**config.mk**
```make
export PLATFORM = sky130hd
export DESIGN_NAME = alu_seq_exec
export DESIGN_NICKNAME = d
export VERILOG_FILES = /design/src/rtl/alu_seq_exec.sv
export SDC_FILE = /design/constraint.sdc
export NUM_CORES = 1
export LEC_CHECK = 0
export ABC_CLOCK_PERIOD_IN_PS = 6800
export CORE_MARGIN = 1
export CORE_UTILIZATION = 50
export CTS_CLUSTER_SIZE = 10
export DETAILED_ROUTE_END_ITERATION = 12
export GPL_TIMING_DRIVEN = 0
export PLACE_DENSITY = 0.69
export SLEW_MARGIN = 20
export SYNTH_ARGS = -nofsm -noshare
export SYNTH_HDL_FRONTEND = slang
export SYNTH_SLANG_ARGS = --single-unit
```
**constraint.sdc**
```tcl
create_clock -name clk -period 6.8 [get_ports clk]
set_input_delay 0.68 -clock clk [delete_from_list [all_inputs] [get_ports clk]]
set_output_delay 0.68 -clock clk [all_outputs]
set_load 0.05 [all_outputs]
```
**src/rtl/alu_seq_exec.sv**
```systemverilog
// Multi-cycle ALU: ADD/SUB in one step, shift-add MUL, one-bit-per-cycle
// shifts; valid/ready request and result channels, no overlap.
module alu_seq_exec #(
  parameter int WIDTH     = 32,
  parameter int SHAMT_MAX = 32
) (
  input  logic             clk,
  input  logic             reset_n,
  input  logic             in_valid,
  output logic             in_ready,
  input  logic [4:0]       opCode,
  input  logic [WIDTH-1:0] rSrc,
  input  logic [WIDTH-1:0] rDst,
  output logic             out_valid,
  input  logic             out_ready,
  output logic [WIDTH-1:0] result,
  output logic [4:0]       psrOut,
  output logic             busy
);

  localparam logic [4:0] ALUOp_ADD = 5'h00;
  localparam logic [4:0] ALUOp_SUB = 5'h01;
  localparam logic [4:0] ALUOp_MUL = 5'h02;
  localparam logic [4:0] ALUOp_SLL = 5'h03;
  localparam logic [4:0] ALUOp_SRL = 5'h04;
  localparam logic [4:0] ALUOp_SRA = 5'h05;

  localparam int NMAX = (WIDTH > SHAMT_MAX) ? WIDTH : SHAMT_MAX;
  localparam int CW   = $clog2(NMAX + 1);
  localparam logic [WIDTH-1:0] SH_SAT = WIDTH'(SHAMT_MAX);

  typedef enum logic [1:0] {
    S_IDLE,
    S_BUSY,
    S_DONE
  } state_t;

  state_t           state_q;
  logic [4:0]       op_q;
  logic [WIDTH-1:0] a_q;
  logic [WIDTH-1:0] b_q;
  logic [WIDTH-1:0] acc_q;
  logic [WIDTH-1:0] res_q;
  logic [4:0]       psr_q;
  logic [CW-1:0]    cnt_q;
  logic             shen_q;

  logic [WIDTH-1:0] a_d;
  logic [WIDTH-1:0] b_d;
  logic [WIDTH-1:0] acc_d;
  logic [WIDTH-1:0] res_d;
  logic [4:0]       psr_d;
  logic [WIDTH-1:0] bop;
  logic [WIDTH-1:0] sum;
  logic             cout;
  logic             ovf;
  logic             shc;
  logic             supp;
  logic [CW-1:0]    cnt_ld;

  assign in_ready  = (state_q == S_IDLE) && reset_n;
  assign out_valid = (state_q == S_DONE);
  assign busy      = (state_q != S_IDLE);
  assign result    = res_q;
  assign psrOut    = psr_q;

  // SUB reuses the adder as a + ~b + 1
  always_comb begin
    bop = (op_q == ALUOp_SUB) ? ~b_q : b_q;
    {cout, sum} = {1'b0, a_q} + {1'b0, bop}
                + {{WIDTH{1'b0}}, (op_q == ALUOp_SUB)};
    ovf = (a_q[WIDTH-1] == bop[WIDTH-1])
       && (sum[WIDTH-1] != a_q[WIDTH-1]);
  end

  assign acc_d = acc_q + (b_q[0] ? a_q : '0);

  always_comb begin
    a_d   = a_q;
    b_d   = b_q;
    shc   = 1'b0;
    res_d = '0;
    psr_d = '0;
    supp  = 1'b1;
    case (op_q)
      ALUOp_ADD: begin
        res_d    = sum;
        psr_d[2] = ovf;
        psr_d[0] = cout;
      end
      ALUOp_SUB: begin
        res_d    = sum;
        psr_d[2] = ovf;
        psr_d[1] = (a_q < b_q);
        psr_d[0] = cout;
      end
      ALUOp_MUL: begin
        a_d   = a_q << 1;
        b_d   = b_q >> 1;
        res_d = acc_d;
      end
      ALUOp_SLL: begin
        if (shen_q) begin
          a_d = a_q << 1;
          shc = a_q[WIDTH-1];
        end
        res_d    = a_d;
        psr_d[0] = shc;
      end
      ALUOp_SRL: begin
        if (shen_q) begin
          a_d = a_q >> 1;
          shc = a_q[0];
        end
        res_d    = a_d;
        psr_d[0] = shc;
      end
      ALUOp_SRA: begin
        if (shen_q) begin
          a_d = {a_q[WIDTH-1], a_q[WIDTH-1:1]};
          shc = a_q[0];
        end
        res_d    = a_d;
        psr_d[0] = shc;
      end
      default: supp = 1'b0;
    endcase
    if (supp) begin
      psr_d[4] = res_d[WIDTH-1];
      psr_d[3] = (res_d == '0);
    end
  end

  // Zero-amount shifts still spend one step
  always_comb begin
    case (opCode)
      ALUOp_MUL: cnt_ld = CW'(WIDTH);
      ALUOp_SLL,
      ALUOp_SRL,
      ALUOp_SRA: begin
        if (rSrc == '0)
          cnt_ld = CW'(1);
        else if (rSrc >= SH_SAT)
          cnt_ld = CW'(SHAMT_MAX);
        else
          cnt_ld = rSrc[CW-1:0];
      end
      default: cnt_ld = CW'(1);
    endcase
  end

  always_ff @(posedge clk) begin
    if (!reset_n) begin
      state_q <= S_IDLE;
      op_q    <= '0;
      a_q     <= '0;
      b_q     <= '0;
      acc_q   <= '0;
      res_q   <= '0;
      psr_q   <= '0;
      cnt_q   <= '0;
      shen_q  <= 1'b0;
    end else begin
      case (state_q)
        S_IDLE: begin
          if (in_valid) begin
            op_q    <= opCode;
            a_q     <= rDst;
            b_q     <= rSrc;
            acc_q   <= '0;
            cnt_q   <= cnt_ld;
            shen_q  <= (rSrc != '0);
            state_q <= S_BUSY;
          end
        end
        S_BUSY: begin
          a_q   <= a_d;
          b_q   <= b_d;
          acc_q <= acc_d;
          cnt_q <= cnt_q - CW'(1);
          if (cnt_q == CW'(1)) begin
            res_q   <= res_d;
            psr_q   <= psr_d;
            state_q <= S_DONE;
          end
        end
        S_DONE: begin
          if (out_ready) state_q <= S_IDLE;
        end
        default: state_q <= S_IDLE;
      endcase
    end
  end

endmodule

```
# Yosys cells after proc, flatten, opt, wreduce, memory -nomap -nowiden
# Cells that the tools add are included.
# word_totals
rom_bits,0
ramBits,0
memories,0
latch_bits,0
output_inout_bits,40
regBits,147
wordCells,84
# classes
n_mux,30
multipliers,0
add_sub_neg,4
shift,0
div,0
n_lt_le_gt_ge,2
eq_ne,19
reduce_logical,19
n_bitwise,1
# op_table
operator,n
$mux W32,8
$pmux W32 S2,3
$pmux W32 S5,1
$pmux W32 S4,1
$logic_not A32 Y1,2
$add A32 B32 Y33,1
$add A33 B1 Y33,1
$add A32 B32 Y32,1
$ge A32 B6 Y1 const B,1
$lt A32 B32 Y1,1
$not A32 Y32,1
$reduce_bool A32 Y1,1
$mux W31,1
$pmux W6 S2,2
$eq A5 B2 Y1 const B,4
$eq A5 B3 Y1 const B,4
$mux W6,3
$reduce_and A3 Y1,3
$mux W2,4
$eq A6 B1 Y1 const B,1
$ne A2 B2 Y1 const B,3
$pmux W2 S3,1
$reduce_and A2 Y1,3
$reduce_or A6 Y1,1
16 further kinds,23

# Depth between registers and ports, before layout
# depth
depth_word,7
mapped_depth,21

# Worst setup path before layout
# Ideal clock, no wire load.
# synth_path
kind,flip-flop to flip-flop
from,register op_q[1]
to,register psr_q[3] (netlist: psrOut[3])
period_less_slack_ps,5071
setup_slack_ps,1729
setup_ps,60
arrival_ps,5011
stages_incl_launch_ff,21
cell_sequence,dfxtp_1 -> buf_2 -> nor4_1 -> clkbuf_1 -> clkbuf_1 -> clkbuf_1 -> nand2_1 -> buf_1 -> xnor2_1 -> ha_1 -> or4bb_1 -> o21ai_0 -> a31oi_1 -> xnor2_1 -> a221oi_2 -> nor3b_2 -> nand4_1 -> or4_1 -> nor4_1 -> nand4_1 -> nand2_1
# synth_via
elab_chain_len,7
elab_cells_between_ends,15
cone_classes,2 x add/sub; 5 x eq/ne; 4 x mux; 4 x reduce/logical
# synth_lines
item,line_no,text
"start, declared",39,logic [4:0] op_q;
"start signal, assigned",167,op_q <= opCode;
$eq A5 B1 Y1,"69, 71, 85",
$mux W32,69,bop = (op_q == ALUOp_SUB) ? ~b_q : b_q;
$add A32 B32 Y33,70,"{cout, sum} = {1'b0, a_q} + {1'b0, bop}"
$add A33 B1 Y33,71,"+ {{WIDTH{1'b0}}, (op_q == ALUOp_SUB)};"
$pmux W32 S5,85,case (op_q)
$logic_not A32 Y1,130,psr_d[3] = (res_d == '0);
$mux W2 *,128,if (supp) begin
"end signal, assigned",183,psr_q <= psr_d;
"end, declared",44,logic [4:0] psr_q;
# Mark *: on every way between the ends. The rest lies on a longest branch, timed or not.
# A chain may end at the register's enable or synchronous reset.

# Worst setup path in the final report
# Ends and elaborated chain as after synthesis.

==> impl_metrics.env <==
export IMPL_synthCells=1633
export IMPL_synth_seq_cells=147
export IMPL_ys_top_cells_by_area="dfxtp_1, ha_1, nand2_1"
export IMPL_finalMaxSlewViolations=0
export IMPL_slew_limit_headroom_pct=28.17
export IMPL_ir_drop_mv=0.1852
export IMPL_skew_ns=0.01342
export IMPL_min_path_type="reg2reg"
export IMPL_final_setup_viol_count=0
export IMPL_layout_drive_gt1_share_pct=4.446
export IMPL_die_w_um=160.4
export IMPL_num_vias=13290
export IMPL_syn_num_nets=1811
export IMPL_power_density_mw_per_mm2=233.2
export IMPL_yosysMostFrequentCell="nand2_1"
export IMPL_synth_edff_count=0
export IMPL_clockBufferDepth=2
export IMPL_worst_slack_ns=0.1116
export IMPL_fin_crit_ns=6.688
export IMPL_root_buffer="clkbuf_16"
export IMPL_ys_warn_count=0
export IMPL_initial_utilization_pct=51.30
export IMPL_gr_total_overflow=0
export IMPL_critPathLaunch="op_q[1]"
export IMPL_hold_viol=0
export IMPL_fmax_mhz=149.5
export IMPL_ys_flop_type="dfxtp_1"
export IMPL_die_area_mm2=0.02573
export IMPL_grt_pass1_vias=12670
export IMPL_drtPass1Iterations=6
export IMPL_io_pins=113
export IMPL_routed_wl_um=48390
export IMPL_yosys_area_top_type_share_pct=23.45
export IMPL_num_antenna_cells=0
export IMPL_cp_end_kind="register"
export IMPL_yosysSeqAreaShare_pct=23.45
export IMPL_synthToLayoutAreaGrowth_pct=17.45
export IMPL_r2r_end="psrOut[3]"
export IMPL_fin_nets=1942
export IMPL_fin_crit_sh_pct=98.36
export IMPL_crit_required_ns=7.19
export IMPL_drtIter0Drc=1492
export IMPL_dpl_hpwl_um=38460
export IMPL_yosysTopAreaCell="dfxtp_1"
export IMPL_worst_pin_slew_ns=1.075
export IMPL_routedWlPerCell_um=23.03
export IMPL_clk_latency_ns=0.45
export IMPL_vias_per_cell=6.323
export IMPL_async_flop_share_pct=0
export IMPL_start_kind="register"
export IMPL_cts_sinks=147
export IMPL_placement_rows=57
export IMPL_grt_antenna_before_repair=0
export IMPL_final_core_util_pct=60.25
export IMPL_clk_pin_slew_ns=0.07
export IMPL_yosysUniqueCellTypes=84
export IMPL_cts_hold_buffers=0
export IMPL_port_buffers=112
export IMPL_syn_area_mm2=0.01255
export IMPL_die_height_um=160.4
export IMPL_r2r_start="op_q[1]"
export IMPL_cp_max_fo=10
export IMPL_r2r_cells=20
export IMPL_status="finished clean"
export IMPL_total_leakage_power_nw=6.250
export IMPL_cts_tree="done"
export IMPL_pre_cts_ws_ns=-0.4205
export IMPL_track_usage_pct=37.46
export IMPL_arrival_ns=7.07
export IMPL_grt_max_degree=17
export IMPL_numCtsBuffers=17
export IMPL_ant_nets=0
export IMPL_cts_setup_buffers=0
export IMPL_crit_type="reg2reg"
export IMPL_rsz0062_at_grt="no"
export IMPL_maxCapViolations=0
export IMPL_crit_end="psrOut[3]"
export IMPL_syn_avg_cell_area_um2=7.684
export IMPL_drc=0
export IMPL_coreArea_mm2=0.02446
export IMPL_ys_top_cells_by_count="nand2_1, dfxtp_1, a21oi_1"
export IMPL_r2r_slack_ns=0.11
export IMPL_fin_area_mm2=0.01474
export IMPL_placed_area_mm2=0.01407
export IMPL_gp_congestion=1.020
export IMPL_grt_pass1_wl_um=73720
export IMPL_ctsHtreeMaxLevel=4
cell type report:
| type | instances | area (um^2) |
|---|---|---|
| clock inverters | 15 | 216.5 |
| repair buffers | 112 | 1121 |
| flip-flops and latches | 147 | 2943 |
| clock buffers | 17 | 425.4 |
| inverters | 54 | 202.7 |
| plain buffers | 116 | 479.2 |
| fillers | 2273 | 9724 |
| multi-input cells | 1316 | 8945 |
| well taps | 324 | 405.4 |
cells by family after synthesis:
group | count (synthesis) | synth area share, %
AOI/OAI and AO/OA | 565 | 31.90
and+or+nand+nor | 557 | 22.38
buffers and inverters | 170 | 5.404
DFF | 147 | 23.45
adders and majority gates | 105 | 10.59
xor gates and xnor gates | 84 | 5.863
muxes | 5 | 0.4188
power by group:
group / switching, W / internal (W)
clock network: 0.000448 / 0.000627
registers: 0.000121 / 0.000932
logic: 0.000838 / 0.000470
per-stage QoR:
stage / setup TNS [ns] / instances / power, W / hold WS (ns)
2_1_floorplan: 0 / 1633 / 0.001875 / 0.4862
3_3_place_gp: -0.4574 / 2069 / 0.002310 / 0.4537
3_5_place_dp: -0.4852 / 2069 / 0.002324 / 0.4571
4_1_cts: 0 / 2101 / 0.003391 / 0.4684
5_1_grt: 0 / 2101 / 0.003582 / 0.4880
6_report: 0 / 2101 / 0.003437 / 0.4638
state kept, by name, indices dropped and copies added, names as in the netlist:
register and flops:
b_q 32, psrOut 5, shen_q 1, cnt_q 6, a_q 32, state_q 2, acc_q 32, result 32
op_q 5
what timing repair did:
item / CTS / global route
endpoints found under the setup margin: 3 / 1
gates resized for setup: 3 / 4
gates cloned: 0 / 0
cell usage in the layout (no fill, tap or decap), types with 45 or more instances in the layout:
master,Yosys,layout
clkdlybuf4s50_1,0,112
dfxtp_1,147,147
inv_1,53,53
nor3_1,50,50
clkbuf_1,93,90
nor2b_1,76,76
a22oi_1,57,57
and2_1,45,45
o21ai_0,73,73
ha_1,103,103
o211a_1,55,55
xnor2_1,60,60
nor2_1,100,100
a21oi_1,121,121
a211oi_1,46,46
nand2_1,169,169
per-layer routing:
| metal | vias to the layer above | GRT usage (%) | wire [um] |
|---|---|---|---|
| met5 | - | 0 | 0 |
| met1 | 6204 | 51.72 | 21620 |
| met2 | 658 | 57.10 | 20570 |
| li1 | 6313 | - | - |
| met3 | 110 | 6.896 | 4417 |
| met4 | 0 | 15.32 | 1785 |
critical path, cell delays in order, from the launching register on:
cell and delay [ns]:
dfxtp_1 0.30, buf_2 0.19, nor4_1 0.38, clkbuf_2 0.39
clkbuf_2 0.33, clkbuf_2 0.33, nand2_1 0.30, buf_1 0.42
xnor2_1 0.25, ha_1 0.43, a21oi_1 0.21, o21a_1 0.24
a211oi_1 0.25, o31ai_2 0.21, a2111oi_1 0.67, o21ai_0 0.32
a221oi_1 0.63, nand4_1 0.14, nor4_1 0.37, nand4_1 0.14
nand2_1 0.09
worst min path at each step:
stage	start	endpoint	slack [ns]	depth (start not counted)
3_3_place_gp	psrOut[3]	psrOut[3]	0.45	2
4_1_cts	psrOut[3]	psrOut[3]	0.47	2
6_report	psrOut[3]	psrOut[3]	0.46	2
5_1_grt	result[23]	result[23]	0.49	2
2_1_floorplan	op_q[4]	op_q[4]	0.49	2
3_5_place_dp	psrOut[3]	psrOut[3]	0.46	2
(Power assumes the default switching activity.)
